`src/rtl/led_pattern_gen_if.sv`:
```
// led_pattern_gen_if: mode control inputs and LED/fan/step outputs of the pattern generator
interface led_pattern_gen_if #(parameter int LED_NUM = 4);
  logic [1:0]         mode;
  logic               mode_vld;
  logic               pause;
  logic               fan;
  logic [LED_NUM-1:0] led;
  logic               step_pulse;
  modport master(output mode, mode_vld, pause, input fan, led, step_pulse);
  modport slave(input mode, mode_vld, pause, output fan, led, step_pulse);
endinterface

```
`src/rtl/led_pattern_gen.sv`:
```
// led_pattern_gen: tick-paced LED patterns (blink, chase, bounce, PWM breathe) with pause and mode reload
module led_pattern_gen #(
  parameter int          LED_NUM  = 4,
  parameter int unsigned TICK_CNT = 32'd50_000_000,
  parameter int          PWM_BITS = 8
) (
  input logic             sys_clk,
  input logic             resetn,
  led_pattern_gen_if.slave bus
);
  typedef enum logic [1:0] {BLINK, CHASE, BOUNCE, BREATHE} mode_e;
  localparam int TW = $clog2(TICK_CNT);
  localparam logic [PWM_BITS-1:0] DMAX = '1;
  if (LED_NUM < 1 || LED_NUM > 32 || TICK_CNT < 2 || PWM_BITS < 2 || PWM_BITS > 12) begin : g_bad_param
    $error("led_pattern_gen: parameter out of range");
  end
  mode_e               mode_q, mode_d;
  logic [TW-1:0]       tick_q, tick_d;
  logic [LED_NUM-1:0]  led_q, led_d, bnc;
  logic [PWM_BITS-1:0] pwm_q, pwm_d, duty_q, duty_d, duty_n;
  logic                dir_q, dir_d, step_q, step_d, fan_q, wrap;
  always_ff @(posedge sys_clk or negedge resetn) begin
    if (!resetn) begin
      mode_q <= BLINK;
      tick_q <= '0;
      led_q  <= '0;
      pwm_q  <= '0;
      duty_q <= '0;
      dir_q  <= 1'b0;
      step_q <= 1'b0;
      fan_q  <= 1'b0;
    end else begin
      mode_q <= mode_d;
      tick_q <= tick_d;
      led_q  <= led_d;
      pwm_q  <= pwm_d;
      duty_q <= duty_d;
      dir_q  <= dir_d;
      step_q <= step_d;
      fan_q  <= 1'b1;
    end
  end
  // dir_q is shared by bounce and breathe; 1 means moving down
  always_comb begin
    mode_d = mode_q;
    tick_d = tick_q;
    led_d  = led_q;
    pwm_d  = pwm_q;
    duty_d = duty_q;
    dir_d  = dir_q;
    step_d = 1'b0;
    wrap   = tick_q == TW'(TICK_CNT - 1);
    bnc    = dir_q ? led_q >> 1 : led_q << 1;
    duty_n = dir_q ? duty_q - 1'b1 : duty_q + 1'b1;
    if (bus.mode_vld) begin
      mode_d = mode_e'(bus.mode);
      tick_d = '0;
      pwm_d  = '0;
      duty_d = '0;
      dir_d  = 1'b0;
      led_d  = (bus.mode == 2'd1 || bus.mode == 2'd2) ? LED_NUM'(1) : '0;
    end else if (!bus.pause) begin
      tick_d = wrap ? '0 : tick_q + 1'b1;
      pwm_d  = pwm_q + 1'b1;
      step_d = wrap;
      case (mode_q)
        BLINK: if (wrap) led_d = ~led_q;
        CHASE: if (wrap) led_d = (led_q << 1) | (led_q >> (LED_NUM - 1));
        BOUNCE: if (wrap && LED_NUM > 1) begin
          led_d = bnc;
          dir_d = bnc[LED_NUM-1] | (dir_q & ~bnc[0]);
        end
        default: begin
          led_d = {LED_NUM{pwm_q < duty_q}};
          if (wrap) begin
            duty_d = duty_n;
            dir_d  = (duty_n == DMAX) | (dir_q & (duty_n != '0));
          end
        end
      endcase
    end
  end
  assign bus.led        = led_q;
  assign bus.step_pulse = step_q;
  assign bus.fan        = fan_q;
endmodule

```
`src/flat_wrapper.sv`:
```
// flat-port wrapper written by rule: the top's interface ports become plain ports
module led_pattern_gen_flat 
#(
  parameter int          LED_NUM  = 4,
  parameter int unsigned TICK_CNT = 32'd50_000_000,
  parameter int          PWM_BITS = 8
)
  (sys_clk, resetn, bus_mode, bus_mode_vld, bus_pause, bus_fan, bus_led, bus_step_pulse);
  led_pattern_gen_if #(.LED_NUM(LED_NUM)) bus_i ();
  input logic sys_clk;
  input logic resetn;
  input wire logic [$bits(bus_i.mode)-1:0] bus_mode;
  input wire logic [$bits(bus_i.mode_vld)-1:0] bus_mode_vld;
  input wire logic [$bits(bus_i.pause)-1:0] bus_pause;
  output wire logic [$bits(bus_i.fan)-1:0] bus_fan;
  output wire logic [$bits(bus_i.led)-1:0] bus_led;
  output wire logic [$bits(bus_i.step_pulse)-1:0] bus_step_pulse;
  assign bus_i.mode = bus_mode;
  assign bus_i.mode_vld = bus_mode_vld;
  assign bus_i.pause = bus_pause;
  assign bus_fan = bus_i.fan;
  assign bus_led = bus_i.led;
  assign bus_step_pulse = bus_i.step_pulse;
  led_pattern_gen #(.LED_NUM(LED_NUM), .TICK_CNT(TICK_CNT), .PWM_BITS(PWM_BITS)) u_core (.sys_clk(sys_clk), .resetn(resetn), .bus(bus_i));
endmodule
```
`config.mk`:
```
export PLATFORM = sky130hd
export DESIGN_NAME = led_pattern_gen_flat
export DESIGN_NICKNAME = d
export VERILOG_FILES = /design/src/rtl/led_pattern_gen_if.sv /design/src/rtl/led_pattern_gen.sv /design/src/flat_wrapper.sv
export SDC_FILE = /design/constraint.sdc
export NUM_CORES = 1
export LEC_CHECK = 0
export ABC_AREA = 1
export BUFFER_PORTS_ARGS = -buffer_cell sky130_fd_sc_hd__buf_2
export CORE_MARGIN = 2
export CORE_UTILIZATION = 56
export CTS_CLUSTER_SIZE = 14
export DETAILED_ROUTE_END_ITERATION = 8
export PLACE_DENSITY = 0.85
export SLEW_MARGIN = 20
export SYNTH_ARGS = -nofsm -noshare
export SYNTH_HDL_FRONTEND = slang
export SYNTH_SLANG_ARGS = --single-unit
export TNS_END_PERCENT = 1
```
`constraint.sdc`:
```
create_clock -name sys_clk -period 1.65 [get_ports sys_clk]
set_input_delay 0.4125 -clock sys_clk [delete_from_list [all_inputs] [get_ports sys_clk]]
set_output_delay 0.4125 -clock sys_clk [all_outputs]
set_load 0.05 [all_outputs]
```
[Word level (Yosys, flattened, before mapping)]
Index checks and enable logic that the tools add are counted.
Operators by class
  $add $sub $neg: 4
  magnitude comparators: 1
  eq/ne operators: 12
  mux-type cells: 25
  bitwise gates (word level): 7
  reduce and logical (&&, ||, !) cells: 9
Operators with widths (number)
  two-way mux 26 bit: 3
  two-way mux 8 bit: 7
  adder 26 x 1 -> 26 bit, second input constant: 1
  equality test 26 bit, second input constant: 1
  two-way mux 4 bit: 6
  adder 8 x 1 -> 8 bit, second input constant: 2
  one-hot mux 4 bit (3 select lines): 1
  != test 3 x 2 -> 1 bit, second input constant: 3
  equality test 8 bit, second input constant: 1
  less-than comparator 8 bit: 1
  nonzero test 8 bit: 1
  subtractor 8 x 1 -> 8 bit, second input constant: 1
  two-way mux 1 bit: 7
  AND reduction 3 bit: 2
  equality test 2 x 1 -> 1 bit, second input constant: 2
  equality test 2 bit, second input constant: 2
  != test 2 x 1 -> 1 bit, second input constant: 2
  NOT 4 bit: 1
  OR 4 x 1 -> 4 bit: 1
  AND reduction 4 bit: 1
  OR reduction 3 bit: 1
  AND 1 bit: 2
  zero test 2 bit: 1
  != test 2 bit, second input constant: 1
  other kinds (6): 7
Storage, ports and cells
  bits in registers: 51
  input port bits: 6
  output and inout bits: 6

[Depth between registers and ports, before layout]
Gate-level depths: netlist of the first run.
  depth in word-level cells: 9
  mapped depth: 14
  gate-level depth less buffers: 14

[Worst setup path before layout of the first run]
OpenSTA, ideal clock, no wires.
  kind: flip-flop to flip-flop
  from: register u_core.dir_q
  to: register u_core.dir_q
  library setup time: 0.116 ns
  data arrival time: 1.687 ns
  slack: -0.153 ns
  cell stages (with the launch flop): 12
  period minus slack after synthesis: 1.803 ns
  path through: dfrtp_1 fa_1 xnor2_1 inv_1 nor2_1 nand3_1 nor2_1 nand3_1 nand2_1 nand3_1 nand2_1 nand2_1
Between the ends
  word-level cells in the longest chain between the ends: 8
  elaborated cells between the ends (all ways): 14
  classes of those cells: 1 x eq/ne; 7 x mux; 5 x bitwise; 1 x reduce/logical
RTL lines
  start, declared: line led_pattern_gen.sv:21  | logic dir_q, dir_d, step_q, step_d, fan_q, wrap;
  start signal, assigned: line led_pattern_gen.sv:38  | dir_q <= dir_d;
  two-way mux 8 bit or two-way mux 4 bit (tied branches): line led_pattern_gen.sv:54, led_pattern_gen.sv:53
  nonzero test 8 bit or NOT 1 bit (tied branches): line led_pattern_gen.sv:77, led_pattern_gen.sv:71
  AND 1 bit (on tied branches): line led_pattern_gen.sv:77, led_pattern_gen.sv:71
  OR 1 bit (on tied branches): line led_pattern_gen.sv:77, led_pattern_gen.sv:71
  two-way mux 1 bit (on tied branches): line led_pattern_gen.sv:75, led_pattern_gen.sv:69
  one-hot mux 1 bit (2 select lines) *: line led_pattern_gen.sv:66  | case (mode_q)
  two-way mux 1 bit *: line led_pattern_gen.sv:62  | end else if (!bus.pause) begin
  two-way mux 1 bit *: line led_pattern_gen.sv:55  | if (bus.mode_vld) begin
Mark *: on every way between the ends. The rest lies on a longest branch, timed or not. The select of a mux whose other input is x is not followed.
A chain may end at the register's enable or synchronous reset.

[Worst setup path after layout of the first run]
Same ends and word-level chain as after synthesis.

==> qor.txt, run 1 <==
Status -> finished, violations left
Failing checks -> setup timing
Clock Latency Late Sink -> 310 ps
Die Y -> 82.23 µm
Multi-input gate area -> 2032 µm²
Filler Cell Count -> 411
Hold WC Path Type -> primary input to async pin
Starting DRT DRC Count -> 209
RSZ-0062 raised after global routing -> yes
Fraction of registers with async set/reset -> 1.000
Crit Path Category -> flop to flop
Final setup viols -> 29
Overflow after GRT -> 0
Power Density -> 972.7 nW/µm²
Commonest non-fill, non-tap cell in the layout -> nand2_1
Post-synthesis register bit count -> 51
Min cycle time layout -> 1947 ps
Syn Inst Count -> 443
Clock skew -> 12.68 ps
CP max stage delay -> 590 ps
Worst r2r src -> u_core.dir_q$_DFFE_PN0P_
First-pass GRT wire length -> 13.55 mm
CTS clk-pin slew, worst paths -> 100 ps
Yosys cell types -> 50
Initial Util -> 0.5788
F_max -> 513.6 MHz
CP arrival -> 2160 ps
H-Tree Depth -> 2
Syn_nets -> 467
Final setup margin -> -297.2 ps
Die area -> 6762 µm²
Num CTS Buffers -> 5
CP most frequent cell -> nand2_1
Root Driver -> clkbuf_8
WHS -> 63.65 ps
Final WL -> 8.461 mm
# rows -> 28
CP Launch Point -> u_core.dir_q$_DFFE_PN0P_
Die W -> 82.23 µm
Vias -> 3215
Area fraction of the dominant cell type after synthesis -> 0.3724
TritonCTS Sinks -> 51
Synth warnings -> 0
Synth top area cells -> dfrtp_1 37%, nand2_1 9.6%, inv_1 6.7%, ha_1 6.2%, nor2_1 4.8%
Layout area overhead -> 23.95%
GR Util All Layers -> 0.2582
Mapped Area -> 3427 µm²
Hpwl dp -> 6.198 mm
CP max stage cell -> dfrtp_4
Max FO, Critical Path -> 8
Cell taking the most area after synthesis -> dfrtp_1
Antenna-violating nets left -> 0
Num ports -> 12
Vias in the first global route -> 3225
Maximum clock path buffer count -> 2
Worst vdd ir -> 0.5392 mV
LEAKAGE -> 1.978 nW
R2r setup slk -> -300 ps
Routed len/inst -> 14.59 µm
Reg area -> 1282 µm²
EDFF count, synth -> 0
Period utilization -> 1.180
Max-slew violations -> 0
DRC -> 0
Largest net degree at the start of global routing -> 52
Crit path cell chain -> ha_4, nand2_1, nand2_2, inv_1, nand2_1, nand2_1, nand2_1, nand2_1, nand2_2, nand3_1, nand2_1, nand3_1, nand2_1, nand2_1
Count of final hold-check violations -> 0
Most frequent cells in the layout -> 85 x nand2_1, 61 x inv_1, 48 x dfrtp_1
Layout cell share with drive strength beyond 1 -> 0.2693
Seq/Total Area, Yosys -> 0.3724
Final #Nets -> 528
Worst slack at placement -> -170.1 ps
R2R cell count -> 14
Most used DFF post-synth -> dfrtp_1
GPL Wtd Cong -> 0.9058
Syn_area_per_cell -> 7.736 µm²
IO buf count -> 11
Max-cap viol count -> 0
Pre-antenna DRT Iters -> 4
Critical Path Start Type -> flop
CTS tree -> yes
Initial antenna violation count -> 0
Critical Path Sink Type -> flop
Antenna cells -> 0
CP Data Required Time -> 1870 ps
Worst r2r dst -> u_core.dir_q$_DFFE_PN0P_
Vias per std cell -> 5.543
Core box area -> 5921 µm²
[critical path: cells and delay by family (launching register included)]
kind | cells | cell delay [ps]
AND/OR/NAND/NOR | 12 | 870
adder cells (fa/ha/maj) | 1 | 320
buffers and inverters | 1 | 60
flip-flops | 1 | 590
[cell type report]
type	instances	area share
tap	75	0.02209
multi-input combinational	318	0.4784
inverter	67	0.05950
clock buffer	5	0.01620
timing repair buffer	61	0.1060
clock inverter	3	0.01591
sequential	51	0.3019
[where the power goes]
part	switching [mW]	leakage [nW]	total, mW	internal (mW)
Combinational	0.854	1.23	1.56	0.708
Sequential	0.168	0.684	1.55	1.38
Clock	0.418	0.0644	1.02	0.604
Total	1.44	1.98	4.13	2.69
[state kept, by name (all words and copies together), names as in the netlist]
signal,flops
u_core.bus.fan,1
u_core.bus.led,4
u_core.bus.step_pulse,1
u_core.dir_q,1
u_core.duty_q,8
u_core.mode_q,2
u_core.pwm_q,8
u_core.tick_q,26
[cells in the mapped netlist, drive strengths merged, types with 2 or more instances]
library cell / number
nand4: 15
inv: 66
o22ai: 2
o221ai: 2
a31oi: 2
ha: 17
nand2: 100
xor2: 9
nor4: 4
nor3b: 5
o21ai: 14
and3: 3
buf: 5
dfrtp: 51
xnor2: 5
o31ai: 4
clkbuf: 2
o21a: 2
nor3: 16
a21oi: 22
nor2: 52
nand3: 35
[cell families (layout without fill, tap and decap cells)]
kind of cell,Yosys count,in the layout,share of synthesized area
and+or+nand+nor,233,233,0.3414
DFF,51,51,0.3724
other,1,1,0.001094
AOI/OAI and AO/OA,52,52,0.09493
xor gates and xnor gates,14,14,0.03578
buffers and inverters,74,136,0.08653
adders and majority gates,18,18,0.06791
[repair_timing]
action                     4_1_cts  5_1_grt
setup buffers                    0        1
pin swaps                        1        7
setup endpoints to repair       22       39
hold buffers                     0        0
resized for setup                3       27
hold endpoints to repair         0        0
[per-stage QoR]
stage	power, mW	cells	TNS, ps	instance area [µm²]	utilization
floorplan	2.392	443	-33.96	3451	-
global placement	2.837	571	-211.7	3936	0.6648
detailed placement	2.911	571	-604.2	3936	0.6648
CTS	3.951	579	-856.5	4085	0.6900
global route	4.388	580	-5383	4248	0.7175
finish	4.132	580	-1687	4248	0.7175
[worst max-delay path by stage]
stage               cells after the start  slack [ps]                           end
detailed placement                      8        -170  u_core.duty_q[7]$_DFFE_PN0P_
finish                                 14        -300      u_core.dir_q$_DFFE_PN0P_
CTS                                     8        -190  u_core.duty_q[7]$_DFFE_PN0P_
global placement                       13        -130      u_core.dir_q$_DFFE_PN0P_
global route                           11        -520      u_core.dir_q$_DFFE_PN0P_
floorplan                              13         -30      u_core.dir_q$_DFFE_PN0P_
[metal layers]
layer | vias to the layer above | GRT usage | routed length (µm)
met5 | - | 0 | 0
met4 | 0 | 0.08833 | 201
met3 | 24 | 0.05000 | 368
met2 | 91 | 0.4790 | 4538
met1 | 1526 | 0.2934 | 3352
li1 | 1574 | - | -
Note: power is estimated with default switching activity, not from simulation.
==> run 2: changes to the inputs <==
Settings changed: SETUP_SLACK_MARGIN set to 0.02.
==> run 2 against run 1 <==
Net effect: the run still ends with setup timing left; routed wire length increased by 0.89%; worst setup slack better by 8.9 ps; worst hold slack improved by 6.0 ps; sequential cell count did not move; sequential share of layout area is essentially flat; critical path type unchanged; highest routed layer unchanged.
==> qor.txt, run 2 (synthesis results as in run 1) <==
Count of final hold-check violations -> 0 (unchanged)
Critical Path Start Type -> flop (unchanged)
Final setup margin -> -288.2 ps (was -297.2 ps)
Met3 WL -> 344 µm (was 368 µm)
CP Launch Point -> u_core.dir_q$_DFFE_PN0P_ (unchanged)
Pre-antenna DRT Iters -> 5 (was 4)
Status -> finished, violations left (unchanged)
Clock skew -> 12.17 ps (was 12.68 ps)
PnR Total Power -> 4.140 mW (was 4.132 mW)
Top Registers -> u_core.tick_q (26), u_core.duty_q (8), u_core.pwm_q (8) (unchanged)
Critical Path Sink Type -> flop (unchanged)
Crit Path Category -> flop to flop (unchanged)
Clock Latency Late Sink -> 310 ps (about the same)
Failing checks -> setup timing (unchanged)
Num ports -> 12 (unchanged)
Period utilization -> 1.175 (was 1.180)
Num CTS Buffers -> 5 (unchanged)
GR Util All Layers -> 0.2591 (was 0.2582)
Initial antenna violation count -> 0 (unchanged)
Layout area overhead -> 24.06% (was 23.95%)
Routed len/inst -> 14.72 µm (was 14.59 µm)
Top Layer Used -> met4 (unchanged)
TritonCTS Sinks -> 51 (unchanged)
DRC -> 0 (unchanged)
CTS clk-pin slew, worst paths -> 100 ps (about the same)
M1 WL -> 3.414 mm (was 3.352 mm)
H-Tree Depth -> 2 (unchanged)
# rows -> 28 (unchanged)
Root Driver -> clkbuf_8 (unchanged)
Commonest non-fill, non-tap cell in the layout -> nand2_1 (unchanged)
Worst r2r src -> u_core.dir_q$_DFFE_PN0P_ (unchanged)
F_max -> 515.9 MHz (was 513.6 MHz)
Overflow after GRT -> 0 (unchanged)
Most frequent cells in the layout -> 85 x nand2_1, 61 x inv_1, 48 x dfrtp_1 (unchanged)
Die area -> 6762 µm² (unchanged)
Vias in the first global route -> 3241 (was 3225)
Maximum clock path buffer count -> 2 (unchanged)
First-pass GRT wire length -> 13.61 mm (was 13.55 mm)
Hold WC Path Type -> primary input to async pin (unchanged)
Worst r2r dst -> u_core.dir_q$_DFFE_PN0P_ (unchanged)
Antenna-violating nets left -> 0 (unchanged)
GPL Wtd Cong -> 0.9058 (unchanged)
Layout cell share with drive strength beyond 1 -> 0.2693 (unchanged)
Setup TNS -> -1925 ps (was -1687 ps)
Filler Cell Count -> 414 (was 411)
Max-cap viol count -> 0 (unchanged)
Top reg by flops -> u_core.tick_q (unchanged)
Vias per std cell -> 5.598 (was 5.543)
Final #Nets -> 528 (unchanged)
R2R cell count -> 14 (unchanged)
RSZ-0062 raised after global routing -> yes (unchanged)
CP arrival -> 2150 ps (was 2160 ps)
Vias -> 3247 (was 3215)
LEAKAGE -> 1.991 nW (was 1.978 nW)
Dpl cell area -> 3936 µm² (unchanged)
Final instance area -> 4252 µm² (was 4248 µm²)
Min cycle time layout -> 1938 ps (was 1947 ps)
Max-slew violations -> 0 (unchanged)
Max FFs per register -> 26 (unchanged)
R2r setup slk -> -290 ps (was -300 ps)
Max FO, Critical Path -> 8 (unchanged)
CTS tree -> yes (unchanged)
Worst vdd ir -> 0.5393 mV (was 0.5392 mV)
Die W -> 82.23 µm (unchanged)
Die Y -> 82.23 µm (unchanged)
Initial Util -> 0.5788 (unchanged)
CP Data Required Time -> 1860 ps (was 1870 ps)
Hpwl dp -> 6.198 mm (unchanged)
Power Density -> 973.8 nW/µm² (was 972.7 nW/µm²)
# hold bufs at CTS -> 0 (unchanged)
IO buf count -> 11 (unchanged)
Met2 WL -> 4.580 mm (was 4.538 mm)
Largest net degree at the start of global routing -> 52 (unchanged)
Final setup viols -> 33 (was 29)
Starting DRT DRC Count -> 217 (was 209)
Antenna cells -> 0 (unchanged)
Core box area -> 5921 µm² (unchanged)
Final WL -> 8.536 mm (was 8.461 mm)
run 2: power breakdown:
| group | internal [mW] | total (mW) | switching (mW) |
|---|---|---|---|
| logic | 0.713 | 1.57 | 0.855 |
| clock network | 0.605 | 1.02 | 0.416 |
| registers | 1.38 | 1.55 | 0.171 |
run 2: how the worst max path moves through the flow:
stage,end,depth (start not counted)
2_1_floorplan,u_core.dir_q$_DFFE_PN0P_,13
3_3_place_gp,u_core.dir_q$_DFFE_PN0P_,13
3_5_place_dp,u_core.duty_q[7]$_DFFE_PN0P_,8
4_1_cts,u_core.duty_q[7]$_DFFE_PN0P_,8
5_1_grt,u_core.dir_q$_DFFE_PN0P_,11
6_report,u_core.dir_q$_DFFE_PN0P_,14
run 2: critical path, cell delays in order, from the launching register on:
cell     delay (ps)
dfrtp_4         590
ha_4            320
nand2_1          60
nand2_2          70
inv_1            60
nand2_1          80
nand2_1          90
nand2_1          70
nand2_1          60
nand2_2         110
nand3_1         100
nand2_1          60
nand3_1          60
nand2_1          60
nand2_1          40
run 2: what timing repair did:
action / 4_1_cts / 5_1_grt
hold endpoints to repair: 0 / 0
setup endpoints to repair: 32 / 39
gates resized for setup: 5 / 26
pin swaps: 1 / 6
setup buffers: 0 / 1
run 2: per-stage QoR:
step                  util  cells  setup WS (ps)  hold WS [ps]
global route        0.7181    580         -521.4         86.18
floorplan                -    443         -33.96         116.9
CTS                 0.6913    579         -193.0         93.95
finish              0.7181    580         -288.2         69.67
global placement    0.6648    571         -127.9         421.0
detailed placement  0.6648    571         -170.1         422.8
run 2: routing by layer:
| layer | vias up | track usage |
|---|---|---|
| li1 | 1573 | - |
| met2 | 92 | 0.4823 |
| met3 | 25 | 0.05000 |
| met1 | 1557 | 0.2934 |
| met4 | 0 | 0.08833 |
| met5 | - | 0 |
run 2: final cells by class:
class	count	area, µm²	area share
Inverter	67	252.7	0.05945
Timing Repair Buffer	61	454.2	0.1068
Clock inverter	3	67.56	0.01589
Multi-Input combinational cell	318	2032	0.4779
Sequential cell	51	1282	0.3016
Clock buffer	5	68.82	0.01619
Tap cell	75	93.84	0.02207
